$ cat config.mk
export PLATFORM = sky130hd
export DESIGN_NAME = reset_sequence_controller
export DESIGN_NICKNAME = d
export VERILOG_FILES = /design/src/rtl/rst_ctrl_pkg.sv /design/src/rtl/reset_req_capture.sv /design/src/rtl/reset_sequence_controller.sv
export SDC_FILE = /design/constraint.sdc
export NUM_CORES = 1
export LEC_CHECK = 0
export ABC_CLOCK_PERIOD_IN_PS = 4570
export CAP_MARGIN = 20
export CORE_MARGIN = 5
export CORE_UTILIZATION = 55
export DETAILED_ROUTE_END_ITERATION = 8
export PLACE_DENSITY_LB_ADDON = 0.3
export SYNTH_ARGS = -nofsm -noshare
export SYNTH_HDL_FRONTEND = slang
export SYNTH_SLANG_ARGS = --single-unit
$ cat constraint.sdc
create_clock -name clk -period 4.57 [get_ports clk]
set_input_delay 0.6855 -clock clk [delete_from_list [all_inputs] [get_ports clk]]
set_output_delay 0.6855 -clock clk [all_outputs]
set_load 0.1 [all_outputs]
$ cat src/rtl/rst_ctrl_pkg.sv
// Shared types and helpers for the run-time reset sequence controller.
package rst_ctrl_pkg;

  typedef enum logic [2:0] {
    IDLE     = 3'd0,
    QUIESCE  = 3'd1,
    HOLD     = 3'd2,
    STEP_ICN = 3'd3,
    STEP_PER = 3'd4
  } rst_ctrl_state_t;

  // Counter must hold the largest of the three cycle lengths minus one.
  function automatic int ctr_width(input int a, input int b, input int c);
    int m;
    m = (a > b) ? a : b;
    m = (m > c) ? m : c;
    return (m >= 2) ? $clog2(m) : 1;
  endfunction

endpackage

$ cat src/rtl/reset_req_capture.sv
// Rising-edge capture of reset requests into a sticky pending mask.
module reset_req_capture #(
  parameter int NUM_REQ = 4
) (
  input  logic               clk,
  input  logic               async_reset_n,
  input  logic [NUM_REQ-1:0] req,
  input  logic               clr,
  output logic [NUM_REQ-1:0] pending
);

  logic [NUM_REQ-1:0] req_q_r;
  logic [NUM_REQ-1:0] pending_r;
  logic [NUM_REQ-1:0] rise_s;

  assign rise_s  = req & ~req_q_r;
  assign pending = pending_r;

  // Edge detect and pending mask; a new edge on the clearing cycle survives.
  always_ff @(posedge clk or negedge async_reset_n) begin
    if (!async_reset_n) begin
      req_q_r   <= {NUM_REQ{1'b0}};
      pending_r <= {NUM_REQ{1'b0}};
    end else begin
      req_q_r   <= req;
      pending_r <= (clr ? {NUM_REQ{1'b0}} : pending_r) | rise_s;
    end
  end

endmodule

$ cat src/rtl/reset_sequence_controller.sv
// Merges reset requests, quiesces the fabric and releases domain resets in order.
// Optional feature: RST_CTRL_QUIESCE_TIMEOUT_EN bounds the quiesce wait.
module reset_sequence_controller
  import rst_ctrl_pkg::*;
#(
  parameter int NUM_REQ         = 4,
  parameter int HOLD_CYCLES     = 16,
  parameter int STEP_CYCLES     = 32,
  parameter int QUIESCE_TIMEOUT = 255
) (
  input  logic               clk,
  input  logic               async_reset_n,
  input  logic [NUM_REQ-1:0] req,
  output logic [NUM_REQ-1:0] req_ack,
  output logic               quiesce_req,
  input  logic               quiesce_ack,
  input  logic               cause_clr,
  output logic               intercnct_reset,
  output logic               periferal_reset,
  output logic               processor_reset,
  output logic               busy,
  output logic [NUM_REQ-1:0] reset_cause,
  output logic               quiesce_timeout
);

  localparam int CW = ctr_width(HOLD_CYCLES, STEP_CYCLES, QUIESCE_TIMEOUT);
  localparam logic [CW-1:0] HOLD_LAST = CW'(HOLD_CYCLES - 1);
  localparam logic [CW-1:0] STEP_LAST = CW'(STEP_CYCLES - 1);

  rst_ctrl_state_t    state_r, state_s;
  logic [CW-1:0]      ctr_r;
  logic [NUM_REQ-1:0] pending_s;
  logic               hold_entry_s;
  logic               icn_s, per_s, proc_s;
  logic               icn_r, per_r, proc_r, qreq_r, busy_r;
  logic [NUM_REQ-1:0] ack_r, cause_r;

  reset_req_capture #(.NUM_REQ(NUM_REQ)) u_capture (
    .clk          (clk),
    .async_reset_n(async_reset_n),
    .req          (req),
    .clr          (hold_entry_s),
    .pending      (pending_s)
  );

`ifdef RST_CTRL_QUIESCE_TIMEOUT_EN
  localparam logic [CW-1:0] QT_LAST = CW'(QUIESCE_TIMEOUT - 1);
  logic timeout_hit_s;
  logic timeout_r;
`endif

  // Next-state selection; hold_entry_s marks the merge/ack edge.
  always_comb begin
    state_s      = state_r;
    hold_entry_s = 1'b0;
`ifdef RST_CTRL_QUIESCE_TIMEOUT_EN
    timeout_hit_s = 1'b0;
`endif
    case (state_r)
      IDLE: begin
        if (pending_s != {NUM_REQ{1'b0}}) state_s = QUIESCE;
        else                              state_s = IDLE;
      end
      QUIESCE: begin
        if (quiesce_ack) begin
          state_s      = HOLD;
          hold_entry_s = 1'b1;
        end
`ifdef RST_CTRL_QUIESCE_TIMEOUT_EN
        else if (ctr_r == QT_LAST) begin
          state_s       = HOLD;
          hold_entry_s  = 1'b1;
          timeout_hit_s = 1'b1;
        end
`endif
        else begin
          state_s = QUIESCE;
        end
      end
      HOLD: begin
        if (ctr_r == HOLD_LAST) state_s = STEP_ICN;
        else                    state_s = HOLD;
      end
      STEP_ICN: begin
        if (ctr_r == STEP_LAST) state_s = STEP_PER;
        else                    state_s = STEP_ICN;
      end
      STEP_PER: begin
        if (ctr_r == STEP_LAST) state_s = IDLE;
        else                    state_s = STEP_PER;
      end
      default: state_s = HOLD;
    endcase
  end

  // Domain reset levels for the state being entered, so outputs stay registered.
  always_comb begin
    icn_s  = 1'b1;
    per_s  = 1'b1;
    proc_s = 1'b1;
    case (state_s)
      IDLE, QUIESCE: begin
        icn_s  = 1'b0;
        per_s  = 1'b0;
        proc_s = 1'b0;
      end
      HOLD: begin
        icn_s  = 1'b1;
        per_s  = 1'b1;
        proc_s = 1'b1;
      end
      STEP_ICN: icn_s = 1'b0;
      STEP_PER: begin
        icn_s = 1'b0;
        per_s = 1'b0;
      end
      default: begin
        icn_s  = 1'b1;
        per_s  = 1'b1;
        proc_s = 1'b1;
      end
    endcase
  end

  // State, counter and registered outputs; reset lands in HOLD for a staged power-on release.
  always_ff @(posedge clk or negedge async_reset_n) begin
    if (!async_reset_n) begin
      state_r <= HOLD;
      ctr_r   <= {CW{1'b0}};
      icn_r   <= 1'b1;
      per_r   <= 1'b1;
      proc_r  <= 1'b1;
      qreq_r  <= 1'b0;
      busy_r  <= 1'b1;
      ack_r   <= {NUM_REQ{1'b0}};
      cause_r <= {NUM_REQ{1'b0}};
    end else begin
      state_r <= state_s;
      ctr_r   <= (state_s != state_r) ? {CW{1'b0}} : ctr_r + CW'(1);
      icn_r   <= icn_s;
      per_r   <= per_s;
      proc_r  <= proc_s;
      qreq_r  <= (state_s == QUIESCE);
      busy_r  <= (state_s != IDLE);
      ack_r   <= hold_entry_s ? pending_s : {NUM_REQ{1'b0}};
      if (hold_entry_s) cause_r <= (cause_clr ? {NUM_REQ{1'b0}} : cause_r) | pending_s;
      else if (cause_clr) cause_r <= {NUM_REQ{1'b0}};
      else cause_r <= cause_r;
    end
  end

`ifdef RST_CTRL_QUIESCE_TIMEOUT_EN
  // Sticky timeout flag; a fresh timeout beats a coincident clear.
  always_ff @(posedge clk or negedge async_reset_n) begin
    if (!async_reset_n)     timeout_r <= 1'b0;
    else if (timeout_hit_s) timeout_r <= 1'b1;
    else if (cause_clr)     timeout_r <= 1'b0;
    else                    timeout_r <= timeout_r;
  end
  assign quiesce_timeout = timeout_r;
`else
  assign quiesce_timeout = 1'b0;
`endif

  assign req_ack         = ack_r;
  assign quiesce_req     = qreq_r;
  assign intercnct_reset = icn_r;
  assign periferal_reset = per_r;
  assign processor_reset = proc_r;
  assign busy            = busy_r;
  assign reset_cause     = cause_r;

endmodule

==> impl_metrics.tcl, run 1 <==
set metrics [dict create \
    cell_family_contributing_the_most_delay_on_the_critical_path "buffers and inverters" \
    final_layout_size_suffix_gt1_frac 0.199 \
    worstSetupEndpointType "primary output" \
    vias 863 \
    post_synth_mux_area_share 0.00714 \
    dp_worst_setup_slack_ps 2260 \
    effective_utilization_at_floorplan 0.571 \
    vdd_ir_drop_max_mv 0.223 \
    layout_setup_ws_ps 1910 \
    count_of_nets_after_finishing 144 \
    first_global_vias 935 \
    asr_flop_ratio_synth 1.00 \
    synth_compound_area_frac 0.103 \
    root_buffer_cell "sky130_fd_sc_hd__clkbuf_4" \
    crit_chain "clkdlybuf4s50_1" \
    clk_latency_ps 330 \
    grt_antenna_before_repair 0 \
    grt.overflow.total 0 \
    post-route-min-period_ps 2660 \
    status "completed" \
    ys_seq_area_frac 0.575 \
    ys_warn_count 0 \
    cp-start-kind "register" \
    cts_buffer_depth 2 \
    die_h_um 60.5 \
    crit_path_top_delay_cell "sky130_fd_sc_hd__clkdlybuf4s50_1" \
    fp.dieW_um 60.5 \
    postSynthCellCount 113 \
    boundaryPins 22 \
    number_of_distinct_library_cells_after_synthesis 37 \
    grt_start_max_net_pins 33 \
    critical-path-max-stage-delay_ps 1120 \
    synth_top_family_by_area "simple AND/OR/NAND/NOR gates" \
    yosys.area.top_type_share 0.482 \
    routed_via_density 5.20 \
    n_fill_cell 208 \
    post-cts-setup-buffer-count 0 \
    synthToLayoutAreaGrowth_pct 17.8 \
    ys_seq_elements 32 \
    grt_util_all_layers 0.170 \
    post_synth_instance_area_mm2 0.00140 \
    numClockSinks 32 \
    totalWireLength_um 2470 \
    synth.cells.most_frequent "27 x sky130_fd_sc_hd__dfrtp_1, 9 x sky130_fd_sc_hd__inv_1, 8 x sky130_fd_sc_hd__nor3_1" \
    yosys.area_share.adder 0.00892 \
    final-max-slew-violation-count 0 \
    netlist.top_cell.by_area "sky130_fd_sc_hd__dfrtp_1" \
    fin_skew_ps 16.4 \
    crit_required_ps 3880 \
    ant_nets 0 \
    worst-setup-path-type "register to primary output" \
    critPathArrivalTime_ps 1970 \
    die-area_mm2 0.00366 \
    synth_most_common_cell "sky130_fd_sc_hd__dfrtp_1" \
    n_antenna_cell 0 \
    post-route-period-util 0.582 \
    floorplan.core_area_mm2 0.00245 \
    synth_enable_flop_cells 0 \
    dp.final_hpwl_um 1840 \
    initialDrtViolationCount 46 \
    synth-main-ff-cell "sky130_fd_sc_hd__dfrtp_1" \
    final.setup.tns_ps 0 \
    power.static_leakage_uw 0.000763 \
    buffer_ports.inserted 20 \
    route.detailed.wl_per_inst_um 14.9 \
    power.density_cell_area_mw_per_mm2 275 \
    cts_resized 0 \
    timing_hold_violations_final 0 \
    post-route-util 0.673 \
    tritoncts.num_buffers 5 \
    min-delay-path-class "register to register" \
    critical_path.max_fanout 1 \
    achievable-frequency_mhz 376 \
    route.detailed.drc 0 \
    timing.slew.headroom 0.344 \
    grt_pass1_wl_um 4420 \
    netlist_top_cells_area "sky130_fd_sc_hd__dfrtp_1 48%, sky130_fd_sc_hd__dfstp_2 9.4%, sky130_fd_sc_hd__nand3b_4 2.9%, sky130_fd_sc_hd__nor3_1 2.9%, sky130_fd_sc_hd__a21o_1 2.7%" \
    yosys.area_share.xor_xnor 0.0375 \
    syn_avg_cell_area_um2 12.4 \
    initial_drt_pass_iterations 4 \
    cts.reportedPaths.clkPinSlew_ps 90 \
    max_cap_viols 0 \
    std_cell_rows 18 \
    cts_hold_buf 0 \
    finalWeightedCongestion 0.764 \
    tightest_slew_ps 981 \
    rsz0062_at_grt "no" \
    clock_tree.htree_level_count 2 \
    critPathBufInv 1 \
    synth_simple_gate_area_frac 0.205 \
    setup_violations 0 \
    synth.net_count 122 \
    cts_tree "yes" \
]
[registers in the layout, summed over array words and instances (netlist names)]
signal,count
quiesce_req,1
u_capture.req_q_r,4
u_capture.pending,4
reset_cause,4
req_ack,4
busy,1
intercnct_reset,1
state_r,3
ctr_r,8
periferal_reset,1
processor_reset,1
[through the flow]
stage	hold slack, ps	area (um^2)	cells	total power (uW)
2_1_floorplan	390	1400	113	297
3_3_place_gp	415	1600	158	309
3_5_place_dp	433	1600	158	309
4_1_cts	447	1650	166	461
5_1_grt	463	1650	166	481
6_report	442	1650	166	454
[path summary, 6_finish.rpt]
path                                           startpoint                              to  slack, ps  cells past startpoint
setup / recovery                periferal_reset$_DFF_PN1_                 periferal_reset       1910                      1
hold / removal             u_capture.req_q_r[1]$_DFF_PN0_  u_capture.pending[1]$_DFF_PN0_        440                      1
setup reg to reg                       ctr_r[0]$_DFF_PN0_              ctr_r[3]$_DFF_PN0_       2640                      5
hold reg to reg            u_capture.req_q_r[1]$_DFF_PN0_  u_capture.pending[1]$_DFF_PN0_        440                      1
max in group asynchronous                   async_reset_n       intercnct_reset$_DFF_PN1_       3500                      2
min in group asynchronous                   async_reset_n            req_ack[1]$_DFF_PN0_        740                      2
[power by group]
| group | switching (uW) | leakage (uW) | internal [uW] | total [uW] |
|---|---|---|---|---|
| clock | 91.5 | 0.0000282 | 59.3 | 151 |
| combinational | 11.6 | 0.000350 | 6.51 | 18.1 |
| sequential | 0.520 | 0.000385 | 285 | 285 |
| total | 104 | 0.000763 | 351 | 454 |
[cells by family after synthesis]
family,after synthesis
compound gates,18
xor+xnor,6
fa+ha+maj,1
buf+inv,15
flops,32
mux,1
other cells,1
simple gates,39
[final cells by class]
type | count | area [um^2] | area share
clock buffer | 6 | 41.3 | 0.0250
clock inverter | 2 | 12.5 | 0.00758
inverter | 9 | 33.8 | 0.0205
multi-input combinational | 66 | 512 | 0.310
sequential | 32 | 807 | 0.489
tap | 30 | 37.5 | 0.0227
timing repair buffer | 21 | 208 | 0.126
[cell usage in the layout (no fill, tap or decap), drive strengths merged]
master	netlist	routed
ha	1	1
clkdlybuf4s50	0	20
a31o	1	1
a211oi	1	1
nor3b	1	1
inv	9	9
o32ai	1	1
nand3	5	5
a21o	5	5
nand2	6	6
nor4b	2	2
buf	6	1
nor2	2	2
nor3	10	10
mux2i	1	1
dfrtp	27	27
o22ai	6	6
nand3b	3	3
a31oi	1	1
or4	1	1
nand2b	1	1
and2	4	4
a21oi	3	3
clkinvlp	0	1
dfstp	5	5
clkinv	0	1
clkbuf	0	6
and3	1	1
conb	1	1
xor2	2	2
nor2b	2	2
xnor2	4	4
or2	1	1
[worst reg2reg max path, stage by stage (launching register included)]
cell,delay (ps)
sky130_fd_sc_hd__dfrtp_1,390
sky130_fd_sc_hd__ha_1,190
sky130_fd_sc_hd__and3_1,330
sky130_fd_sc_hd__nand3_1,200
sky130_fd_sc_hd__a21oi_1,550
sky130_fd_sc_hd__nor3_1,120
[routing by layer]
metal | track usage | part of all wire | vias up | routed length (um)
li1 | - | - | 428 | -
met1 | 0.198 | 0.41 | 415 | 1000
met2 | 0.287 | 0.53 | 16 | 1320
met3 | 0.0638 | 0.042 | 4 | 103
met4 | 0.0650 | 0.017 | 0 | 43
met5 | 0 | 0 | - | 0
(Power assumes the default switching activity.)
==> run 2: changes to the inputs <==
Settings changed: ABC_CLOCK_PERIOD_IN_PS 4570 to 2250, CORE_UTILIZATION 55 to 47.
Clock period 4.57 ns to 2.25 ns, I/O delays scaled along.
==> run 2 against run 1 <==
  * Critical path depth grew 4
  * Sequential share of layout area shrank 0.51 points
  * Sequential cell count is the same
  * Critical endpoint is now ctr_r[5]$_DFF_PN0_
  * Utilization shrank 7.8 points
  * Clock power grew to 3.2 times the previous value
  * Die area grew 14%
  * Global-route usage shrank 3.4 points
  * Wire length shrank 4.7%
==> impl_metrics.tcl, run 2 (synthesis results as in run 1) <==
set metrics [dict create \
    numClockSinks 32 \
    grt_util_all_layers 0.136 \
    totalWireLength_um 2350 \
    power.density_cell_area_mw_per_mm2 659 \
    r2r.worst_path.cells 5 \
    power.static_leakage_uw 0.000814 \
    timing_hold_violations_final 0 \
    boundaryPins 22 \
    worst_r2r_endpoint "ctr_r[5]$_DFF_PN0_" \
    worst-setup-path-type "register to register" \
    clock_tree.htree_level_count 2 \
    cts_buffer_depth 2 \
    tritoncts.num_buffers 5 \
    switchingPower_uw 212 \
    setup_violations 0 \
    share_clk_of_total_power 0.440 \
    min-delay-path-class "input pin to asynchronous set/reset pin" \
    register_name_with_the_most_flops "ctr_r" \
    rsz0062_at_grt "no" \
    vdd_ir_drop_max_mv 0.611 \
    vias 888 \
    floorplan.core_area_mm2 0.00281 \
    count_of_nets_after_finishing 145 \
    layout_setup_ws_ps 415 \
    route.detailed.drc 0 \
    largest_register_ff_count 8 \
    buffer_ports.inserted 20 \
    finalWeightedCongestion 0.701 \
    final.setup.tns_ps 0 \
    initialDrtViolationCount 34 \
    cp-start-kind "register" \
    root_buffer_cell "sky130_fd_sc_hd__clkbuf_4" \
    cts_resized 0 \
    final_layout_size_suffix_gt1_frac 0.307 \
    fin_skew_ps 10.1 \
    dp_worst_setup_slack_ps 373 \
    p_seq_frac 0.527 \
    grt_antenna_before_repair 0 \
    critical_path.max_fanout 8 \
    ant_nets 0 \
    clk_latency_ps 320 \
    layout_common_cells "27 x sky130_fd_sc_hd__dfrtp_1, 15 x sky130_fd_sc_hd__buf_4, 9 x sky130_fd_sc_hd__inv_1" \
    grt.overflow.total 0 \
    post-route-min-period_ps 1830 \
    cts_hold_buf 0 \
    die-area_mm2 0.00418 \
    status "completed" \
    n_antenna_cell 0 \
    cellInternalPower_uw 887 \
    initial_drt_pass_iterations 4 \
    achievable-frequency_mhz 545 \
    route.detailed.wl_per_inst_um 14.0 \
    die_h_um 64.6 \
    regToRegSetupSlack_ps 420 \
    cts_tree "yes" \
    end_point_of_the_critical_path "ctr_r[5]$_DFF_PN0_" \
    n_fill_cell 237 \
    most_common_cell_after_layout_fill_and_taps_aside "sky130_fd_sc_hd__dfrtp_1" \
    swShare 0.193 \
    synthToLayoutAreaGrowth_pct 19.0 \
    combinationalPowerShare 0.033 \
    effective_utilization_at_floorplan 0.500 \
    dp.final_hpwl_um 1720 \
    critical_path.startpoint "ctr_r[0]$_DFF_PN0_" \
    grt_pass1_wl_um 4170 \
    post-cts-setup-buffer-count 0 \
    regToRegStartpoint "ctr_r[0]$_DFF_PN0_" \
    post-route-period-util 0.815 \
    critPathArrivalTime_ps 2020 \
    routed_via_density 5.29 \
    worstSetupEndpointType "register" \
    holdWs_ps 394 \
    std_cell_rows 19 \
    final-max-slew-violation-count 0 \
    max_cap_viols 0 \
    grt_start_max_net_pins 33 \
    first_global_vias 947 \
    post-route-util 0.595 \
    cts.reportedPaths.clkPinSlew_ps 100 \
    fp.dieW_um 64.6 \
    crit_required_ps 2440 \
]
==> run 2: changes by cell type in the layout (fill, tap and decap cells not counted) <==
| cell | delta |
|---|---|
| sky130_fd_sc_hd__buf_4 | +14 |
| sky130_fd_sc_hd__bufinv_16 | +1 |
| sky130_fd_sc_hd__clkbuf_1 | -1 |
| sky130_fd_sc_hd__clkbuf_8 | +2 |
| sky130_fd_sc_hd__clkdlybuf4s50_1 | -13 |
| sky130_fd_sc_hd__clkinv_2 | -1 |
| sky130_fd_sc_hd__clkinvlp_4 | -1 |
==> run 2: power groups by stage <==
stage	Sequential (uW)	Clock [uW]	Combinational (uW)
after floorplan	591	0	11.9
after global placement	590	0	36.5
after detailed placement	591	0	37.2
after CTS	580	501	37.4
after global routing	581	535	40.8
final	580	483	36.2
==> run 2: worst min-delay path by stage <==
| stage | start | to | slack (ps) | depth (start not counted) |
|---|---|---|---|---|
| 6_report | async_reset_n | ctr_r[2]$_DFF_PN0_ | 390 | 2 |
| 4_1_cts | async_reset_n | ctr_r[2]$_DFF_PN0_ | 400 | 2 |
| 2_1_floorplan | async_reset_n | ctr_r[0]$_DFF_PN0_ | 40 | 0 |
| 3_3_place_gp | u_capture.req_q_r[0]$_DFF_PN0_ | u_capture.pending[0]$_DFF_PN0_ | 410 | 1 |
| 3_5_place_dp | u_capture.req_q_r[2]$_DFF_PN0_ | u_capture.pending[2]$_DFF_PN0_ | 430 | 1 |
| 5_1_grt | async_reset_n | reset_cause[0]$_DFF_PN0_ | 410 | 2 |
==> run 2: layout make-up <==
class / instances / area (um^2) / share of cell area
timing repair buffer: 22 / 183 / 0.109
tap: 31 / 38.8 / 0.0232
clock buffer: 7 / 65.1 / 0.0390
sequential: 32 / 807 / 0.484
inverter: 9 / 33.8 / 0.0202
clock inverter: 1 / 30.0 / 0.0180
multi-input combinational: 66 / 512 / 0.307
==> run 2: per-layer routing <==
| metal | global-route usage | share of wire |
|---|---|---|
| met1 | 0.147 | 0.41 |
| met4 | 0.0712 | 0.015 |
| met5 | 0 | 0 |
| met2 | 0.228 | 0.54 |
| met3 | 0.0570 | 0.033 |
==> run 2: worst max-delay path, cell delays in order (launching register included) <==
cell and delay [ps]:
sky130_fd_sc_hd__dfrtp_1 400, sky130_fd_sc_hd__ha_1 200, sky130_fd_sc_hd__and3_1 330, sky130_fd_sc_hd__nand3_2 180, sky130_fd_sc_hd__a211oi_4 460, sky130_fd_sc_hd__nor3_1 120
==> run 2: per-stage QoR <==
stage | instance area, um^2 | power, uW | cells
floorplan | 1400 | 602 | 113
global placement | 1570 | 627 | 160
detailed placement | 1570 | 628 | 160
CTS | 1670 | 1120 | 168
global route | 1670 | 1160 | 168
finish | 1670 | 1100 | 168
